===== src/rtl/vga_timing_pkg.sv =====
// Shared 640x480@60 Hz VGA timing constants and pixel types used by every display stage.
package vga_timing_pkg;

   typedef logic [15:0] rgb565_t;
   typedef logic [10:0] coord_t;

   localparam int unsigned VGA_H_SYNC  = 96;
   localparam int unsigned VGA_H_BACK  = 48;
   localparam int unsigned VGA_H_DISP  = 640;
   localparam int unsigned VGA_H_FRONT = 16;
   localparam int unsigned VGA_V_SYNC  = 2;
   localparam int unsigned VGA_V_BACK  = 33;
   localparam int unsigned VGA_V_DISP  = 480;
   localparam int unsigned VGA_V_FRONT = 10;

   localparam int unsigned VGA_H_TOTAL = VGA_H_SYNC + VGA_H_BACK + VGA_H_DISP + VGA_H_FRONT;
   localparam int unsigned VGA_V_TOTAL = VGA_V_SYNC + VGA_V_BACK + VGA_V_DISP + VGA_V_FRONT;
   localparam int unsigned VGA_H_START = VGA_H_SYNC + VGA_H_BACK;
   localparam int unsigned VGA_V_START = VGA_V_SYNC + VGA_V_BACK;

   localparam rgb565_t RGB565_BLACK = 16'h0000;

endpackage


===== src/rtl/vga_axis_counter.sv =====
// One VGA timing axis: wrapping position counter with sync, active and
// request-window decodes. LEAD shifts the request window ahead of the active one.
module vga_axis_counter
   import vga_timing_pkg::*;
#(
   parameter int unsigned SYNC     = VGA_H_SYNC,
   parameter int unsigned BACK     = VGA_H_BACK,
   parameter int unsigned DISP     = VGA_H_DISP,
   parameter int unsigned FRONT    = VGA_H_FRONT,
   parameter int unsigned LEAD     = 0,
   parameter logic        SYNC_POL = 1'b0
)(
   input  logic        clk,
   input  logic        rstn,
   input  logic        en,
   output logic        wrap,
   output logic        sync,
   output logic        active,
   output logic        req,
   output logic [10:0] pos
);

   localparam coord_t TOTAL     = 11'(SYNC + BACK + DISP + FRONT);
   localparam coord_t SYNC_END  = 11'(SYNC);
   localparam coord_t START     = 11'(SYNC + BACK);
   localparam coord_t STOP      = 11'(SYNC + BACK + DISP);
   localparam coord_t REQ_START = 11'(SYNC + BACK - LEAD);
   localparam coord_t REQ_STOP  = 11'(SYNC + BACK + DISP - LEAD);

   coord_t cnt;
   logic   last;

   always_ff @(posedge clk) begin
      if (!rstn)
         cnt <= '0;
      else if (en)
         cnt <= last ? '0 : cnt + 11'd1;
   end

   // pos is forced to zero outside the request window so the subtraction never shows underflow
   always_comb begin
      last   = (cnt == TOTAL - 11'd1);
      wrap   = en & last;
      sync   = (cnt < SYNC_END) ? SYNC_POL : ~SYNC_POL;
      active = (cnt >= START) && (cnt < STOP);
      req    = (cnt >= REQ_START) && (cnt < REQ_STOP);
      pos    = req ? cnt - REQ_START : '0;
   end

endmodule


===== src/rtl/vga_timing_driver.sv =====
// VGA timing generator: sync/blank decode, one-clock-early pixel coordinate
// requests, blanked RGB565 pass-through and a per-frame tick.
module vga_timing_driver
   import vga_timing_pkg::*;
#(
   parameter int unsigned H_SYNC   = VGA_H_SYNC,
   parameter int unsigned H_BACK   = VGA_H_BACK,
   parameter int unsigned H_DISP   = VGA_H_DISP,
   parameter int unsigned H_FRONT  = VGA_H_FRONT,
   parameter int unsigned V_SYNC   = VGA_V_SYNC,
   parameter int unsigned V_BACK   = VGA_V_BACK,
   parameter int unsigned V_DISP   = VGA_V_DISP,
   parameter int unsigned V_FRONT  = VGA_V_FRONT,
   parameter logic        SYNC_POL = 1'b0
)(
   input  logic        clk,
   input  logic        rstn,
   input  logic [15:0] pixel_data,
   output logic [10:0] pixel_xpos,
   output logic [10:0] pixel_ypos,
   output logic        vga_hs,
   output logic        vga_vs,
   output logic        vga_en,
   output logic [15:0] vga_rgb,
   output logic        frame_tick
);

   logic   h_wrap, h_sync, h_active, h_req;
   logic   v_wrap, v_sync, v_active, v_req;
   coord_t h_pos, v_pos;
   logic   data_req;

   // Horizontal requests lead the display by one clock to absorb the generator's register stage
   vga_axis_counter #(
      .SYNC(H_SYNC), .BACK(H_BACK), .DISP(H_DISP), .FRONT(H_FRONT),
      .LEAD(1), .SYNC_POL(SYNC_POL)
   ) u_h (
      .clk(clk), .rstn(rstn), .en(1'b1),
      .wrap(h_wrap), .sync(h_sync), .active(h_active), .req(h_req), .pos(h_pos)
   );

   vga_axis_counter #(
      .SYNC(V_SYNC), .BACK(V_BACK), .DISP(V_DISP), .FRONT(V_FRONT),
      .LEAD(0), .SYNC_POL(SYNC_POL)
   ) u_v (
      .clk(clk), .rstn(rstn), .en(h_wrap),
      .wrap(v_wrap), .sync(v_sync), .active(v_active), .req(v_req), .pos(v_pos)
   );

   always_comb begin
      data_req   = h_req & v_req;
      pixel_xpos = data_req ? h_pos : '0;
      pixel_ypos = data_req ? v_pos : '0;
      vga_hs     = h_sync;
      vga_vs     = v_sync;
      vga_en     = h_active & v_active;
      vga_rgb    = vga_en ? pixel_data : RGB565_BLACK;
      frame_tick = v_wrap;
   end

endmodule


===== config.mk =====
export PLATFORM = sky130hd
export DESIGN_NAME = vga_timing_driver
export DESIGN_NICKNAME = d
export VERILOG_FILES = /design/src/rtl/vga_timing_pkg.sv /design/src/rtl/vga_axis_counter.sv /design/src/rtl/vga_timing_driver.sv
export SDC_FILE = /design/constraint.sdc
export NUM_CORES = 1
export LEC_CHECK = 0
export BUFFER_PORTS_ARGS = -buffer_cell sky130_fd_sc_hd__buf_4
export CAP_MARGIN = 20
export CORE_MARGIN = 2
export CORE_UTILIZATION = 40
export CTS_CLUSTER_SIZE = 16
export DETAILED_ROUTE_END_ITERATION = 8
export GPL_ROUTABILITY_DRIVEN = 0
export HOLD_SLACK_MARGIN = 0.05
export PLACE_DENSITY_LB_ADDON = 0.25
export SLEW_MARGIN = 20
export SYNTH_ARGS = -nofsm -noshare
export SYNTH_HDL_FRONTEND = slang
export SYNTH_SLANG_ARGS = --single-unit

===== constraint.sdc =====
create_clock -name clk -period 3.3 [get_ports clk]
set_clock_uncertainty 0.15 [all_clocks]
set_input_delay 0.165 -clock clk [delete_from_list [all_inputs] [get_ports clk]]
set_output_delay 0.165 -clock clk [all_outputs]
set_load 0.02 [all_outputs]

==> reports/metrics.cfg, run 1 <==
[grt]
grt_pass1_vias=1642
gr-total-overflow=0
grt_pass1_wl_um=7960
grt_start_max_net_pins=37
antenna_found_initial=0
grt.total_usage_pct=18.9

[sta]
tns_ns=0
setup_viol=0
slew_headroom_pct=45.1
fmax_mhz=371
tightest_slew_ns=0.821
hold_viol_final=0
fin_crit_sh_pct=81.8
rsz0062_at_grt=false
drv_slew=0
fin_crit_ns=2.70

[critical_path]
worst-setup-path-type=reg -> out
rr_worst_depth=5
critical-path-top-delay-family=compound AO/OA/AOI/OAI gates
critPathMaxStageDelay_ns=0.67
crit_slowest_cell=a2111oi_0
cpMostUsedCell=buf_4
critPathCapture=pixel_ypos[10]
crit_fanout=36
cp_num_cells=6
cp_data_arrival_time_ns=2.38
timing.critical_path.required_ns=2.98
rr_endpoint=u_v.cnt[6]
start_kind=flip-flop
r2r_setup_slack_ns=1.06
critPathBufInv=2
crit_start=u_v.cnt[0]
crit_chain=a2111oi_0, o211ai_1, nand3b_1, buf_4, nor3_1, buf_4
reg2reg_from=u_h.cnt[0]
critical_path.endpoint_type=output pin

[cells_and_area]
n_antenna_cell=0
drive_above_1_share_pct=26.2
regArea_um2=440
n_fill_cell=447
synthToLayoutAreaGrowth_pct=27.0
nets=312
multi_input_area_um2=1210

[floorplanning]
die_area_um2=5050
rows=24
start_util_pct=41.4
core_um2=4350
die_w_um=71.1
die_h_um=71.1
ios=60

[clock_network]
numCtsBuffers=3
post_cts_buffers=0
cts_tree=built
clkLatencyLatePin_ns=0.27
clock_path_buffers=2
clockRootBuffer=clkbuf_8
clk_pin_slew_worst_paths_ns=0.09
ctsResizeCount=0
numClockSinks=22
cts_max_level=1

[placement]
portBuffers=59
dp_hpwl_um=3480

[routing]
wl_per_cell_um=13.6
num_vias=1843
first_pass_iters=4
via_per_inst=5.39
wl_um=4640
drc=0
drt-initial-drc-count=115
ant_nets=0

[synthesis]
synth_edf_count=0
yosysMostFrequentCell=nor2_1
async_reset_ff_share_pct=0
netlist_instances=247
ys_seq_area_share_pct=24.5
synth_top_area_cell=dfxtp_1
synth_area_leaders=dfxtp_1, nor2_1, nor3_1
ys_seq_elements=22
synth_top_area_share_pct=24.5
syn_area_um2=1800
post_synth_num_cell_types=45
syn_area_per_cell_um2=7.29
syn-num-nets=268
synth_warnings=0
synth_common_cells=nor2_1, nand2_1, dfxtp_1, nor3_1, a21oi_1
synth_flop_cell=dfxtp_1

[run]
cap_viol_max_count=0

[worst_hold_path]
hp-class=reg -> reg

[power_and_ir_drop]
seq_power_share_pct=49.0
p_comb_share_pct=5.1
p_leak_uw=0.000932
p_clk_share_pct=45.9
vdd_drop_max_v=0.000228
p_int_uw=448
p_total_uw=555
power.share.switching_pct=19.3
switchingPower_uw=107
powerDensity_nw_per_um2=243

[status]
status=finished clean

-- state kept, by name (all words and copies together), names as in the netlist --
register and flops:
u_v.cnt 11, u_h.cnt 11
-- how the worst min path moves through the flow --
stage,from,endpoint,cells after the start
6_report,u_h.cnt[0],u_h.cnt[0],1
5_1_grt,u_h.cnt[0],u_h.cnt[0],1
4_1_cts,u_h.cnt[0],u_h.cnt[0],1
3_5_place_dp,rstn,u_h.cnt[2],2
3_3_place_gp,rstn,u_h.cnt[2],2
2_1_floorplan,rstn,u_h.cnt[2],1
-- metrics by stage --
step	cells	hold slack [ns]	worst slack [ns]	util, %	instance area (um^2)
after floorplan	247	0.137	1.03	-	1800
final	342	0.354	0.601	52.5	2290
after detailed placement	337	0.288	0.906	50.5	2200
after global placement	337	0.285	0.941	50.5	2200
after global routing	342	0.378	0.355	52.5	2290
after CTS	342	0.356	0.605	52.4	2280
-- power groups by stage --
| stage | sequential, uW | combinational, uW | clock [uW] |
|---|---|---|---|
| floorplan | 278 | 9.57 | 0 |
| global placement | 278 | 27.5 | 0 |
| detailed placement | 278 | 28.0 | 0 |
| CTS | 272 | 29.0 | 260 |
| global route | 273 | 31.7 | 269 |
| finish | 272 | 28.5 | 255 |
-- area by class of cell --
cell class	count	area share, %
flip-flops and latches	22	19.3
multi-input cells	195	53.1
inverters	7	1.15
clock buffers	3	1.81
well taps	52	2.85
clock inverters	1	1.31
repair buffers	62	20.5
-- cells in the final DEF, fill, tap and decap left out, types with 3 or more instances in the layout --
master / count
dfxtp_1: 22
nor3_1: 22
ha_1: 3
buf_4: 61
nand3_1: 9
xnor2_1: 12
clkbuf_8: 3
or3_1: 6
o21ai_0: 6
xor2_1: 12
and3_1: 7
inv_1: 7
o31ai_1: 4
and2_1: 3
nand2_1: 23
nor2_1: 33
nand4_1: 10
a21oi_1: 13
-- metal layers --
layer | vias to the layer above | GRT usage [%] | part of all wire [%] | wire length (um)
li1 | 947 | - | - | -
met1 | 842 | 25.7 | 46 | 2130
met2 | 46 | 31.3 | 48 | 2220
met3 | 8 | 2.71 | 4.5 | 209
met4 | 0 | 5.66 | 1.9 | 89
met5 | - | 0 | 0 | 0
-- cell families (layout without fill, tap and decap cells) --
group / after synthesis / after routing / synth area share, %
DFF: 22 / 22 / 24.5
muxes: 1 / 1 / 0.556
and+or+nand+nor: 133 / 133 / 40.4
xor gates and xnor gates: 24 / 24 / 11.7
adders and majority gates: 3 / 3 / 2.09
AOI/OAI and AO/OA: 34 / 34 / 12.6
buffers and inverters: 30 / 73 / 8.27
-- what timing repair did --
item                                    CTS  global route
endpoints found under the hold margin     3             0
hold buffers                              1             0
endpoints found under the setup margin    0             0
No activity file was read; power rests on OpenSTA's default activity.
==> run 2: changes to the inputs <==
- ABC_AREA: not set -> 1
- clock period: 3.3 -> 2.4 ns (I/O delays scaled with it)
==> run 2 against run 1 <==
Worst setup slack worse by 0.38 ns; via count grew 23%; cell area is 16% higher; synthesized cell count is 41% higher; total power up 16%; combinational power increased by 69%; critical path depth is 3 higher; largest power group unchanged; highest routed layer unchanged.
==> reports/metrics.cfg, run 2 <==
[cells_and_area]
fin_area_um2=2660
final_common_cell=nand2_1
drive_above_1_share_pct=31.5
nets=426
reg.largest.list=u_h.cnt x11, u_v.cnt x11
n_antenna_cell=0
n_fill_cell=541
multi_input_area_um2=1380
synthToLayoutAreaGrowth_pct=22.2
regArea_um2=444
final_cell_mix=nand2_1, buf_4, nor2_1

[worst_hold_path]
min_path_cells=1
hp-class=reg -> reg

[routing]
drc=0
wl_per_cell_um=11.3
first_pass_iters=4
num_vias=2269
via_per_inst=4.80
drt-initial-drc-count=193
wl_um=5340
ant_nets=0

[synthesis]
synth_top_family_by_area=simple AND/OR/NAND/NOR gates
ys_seq_elements=22
syn_area_per_cell_um2=6.23
synth_top_area_share_pct=20.3
netlist_instances=349
yosys.area_share.simple_pct=51.6
synth_flop_cell=dfxtp_1
synth.area.mux_share_pct=0
synth_adder_area_share_pct=1.73
yosysMostFrequentCell=nand2_1
synth_top_area_cell=dfxtp_1
post_synth_num_cell_types=27
synth_edf_count=0
synth_compound_area_share_pct=6.62
syn-num-nets=370
async_reset_ff_share_pct=0
synth_common_cells=nand2_1, nor2_1, inv_1
ys_seq_area_share_pct=20.3
syn_area_um2=2170
synth_warnings=0
synth_xor_area_share_pct=3.22
synth_area_leaders=dfxtp_1, nand2_1, nor2_1

[sta]
hold_viol_final=0
slew_headroom_pct=69.5
tns_ns=0
fin_crit_ns=2.18
fmax_mhz=459
tightest_slew_ns=0.454
setup_viol=0
rsz0062_at_grt=false
drv_slew=0
fin_crit_sh_pct=90.9

[run]
cap_viol_max_count=0

[power_and_ir_drop]
seq_power_share_pct=57.9
p_int_uw=508
power.share.switching_pct=21.2
p_leak_uw=0.00130
p_clk_share_pct=34.6
switchingPower_uw=137
powerDensity_nw_per_um2=243
p_comb_share_pct=7.5
vdd_drop_max_v=0.000278

[critical_path]
critPathCapture=pixel_ypos[10]
rr_worst_depth=8
crit_fanout=11
critical_path.endpoint_type=output pin
worst-setup-path-type=reg -> out
rr_endpoint=u_v.cnt[4]
crit_chain=ha_2, inv_1, nor3_1, nand3_1, nand3_2, nand2_2, buf_4, nor3_1, buf_4
cp_data_arrival_time_ns=1.91
timing.critical_path.required_ns=2.13
reg2reg_from=u_h.cnt[0]
r2r_setup_slack_ns=0.48
critPathMaxStageDelay_ns=0.39
start_kind=flip-flop
crit_slowest_cell=dfxtp_2
crit_start=u_v.cnt[0]

[grt]
grt_pass1_vias=2021
grt_pass1_wl_um=8890
grt_start_max_net_pins=18
antenna_found_initial=0
grt.total_usage_pct=17.5
gr-total-overflow=0

[clock_network]
clkLatencyLatePin_ns=0.26
clk_pin_slew_worst_paths_ns=0.08
post_cts_buffers=0
cts_tree=built
cts_max_level=1
clock_path_buffers=2
numCtsBuffers=3
clockRootBuffer=clkbuf_8
numClockSinks=22

[floorplanning]
ios=60
die_area_um2=6040
core_um2=5170
die_w_um=77.7
start_util_pct=42.0
rows=26
die_h_um=77.7

[placement]
portBuffers=59
dp_hpwl_um=4330
dpl-instance-area_um2=2600

[status]
status=finished clean

-- run 2: worst min path at each step --
stage                    start         end
global placement          rstn  u_h.cnt[4]
CTS                 u_h.cnt[0]  u_h.cnt[0]
finish              u_h.cnt[0]  u_h.cnt[0]
floorplan                 rstn  u_h.cnt[4]
global route        u_h.cnt[0]  u_h.cnt[0]
detailed placement        rstn  u_h.cnt[4]
-- run 2: layout make-up --
class	count	area share, %
Tap cell	70	3.30
Clock buffer	3	1.55
Multi-Input combinational cell	255	51.9
Timing Repair Buffer	64	18.2
Sequential cell	22	16.7
Inverter	59	8.34
-- run 2: cell families (layout without fill, tap and decap cells) --
| group | Yosys count | in the layout |
|---|---|---|
| DFF | 22 | 22 |
| xor gates and xnor gates | 8 | 8 |
| adders and majority gates | 3 | 3 |
| buffers and inverters | 72 | 126 |
| and+or+nand+nor | 219 | 219 |
| AOI/OAI and AO/OA | 25 | 25 |
-- run 2: critical path: cells and delay by family, from the launching register on --
family / cells / cell delay (ns)
adder cells (fa/ha/maj): 1 / 0.23
flip-flops: 1 / 0.39
buffers and inverters: 3 / 0.45
AND/OR/NAND/NOR: 5 / 0.58
-- run 2: layer usage --
metal	GRT usage, %	up-vias	part of all wire [%]
met5	0	-	0
met4	4.29	0	0.54
met3	3.95	2	9.4
met2	27.8	94	45
met1	24.0	969	46
li1	-	1204	-
-- run 2: power groups by stage --
stage | clock (uW) | sequential [uW] | combinational [uW]
5_1_grt | 246 | 374 | 54.4
2_1_floorplan | 0 | 381 | 22.1
3_3_place_gp | 0 | 381 | 46.7
6_report | 223 | 373 | 48.3
4_1_cts | 232 | 373 | 48.7
3_5_place_dp | 0 | 381 | 47.2
-- run 2: repair_timing --
| item | 4_1_cts | 5_1_grt |
|---|---|---|
| gates resized for setup | 0 | 5 |
| hold buffers | 1 | 0 |
| endpoints found under the hold margin | 3 | 0 |
| setup endpoints to repair | 0 | 39 |
-- run 2: metrics by stage --
stage	util (%)	instances	setup WS [ns]	hold WS [ns]	power, uW
2_1_floorplan	-	349	0.542	0.132	403
4_1_cts	51.2	473	0.104	0.329	653
5_1_grt	51.4	473	0.00887	0.320	674
3_5_place_dp	50.2	469	0.395	0.276	429
6_report	51.4	473	0.219	0.297	644
3_3_place_gp	50.2	469	0.438	0.278	428
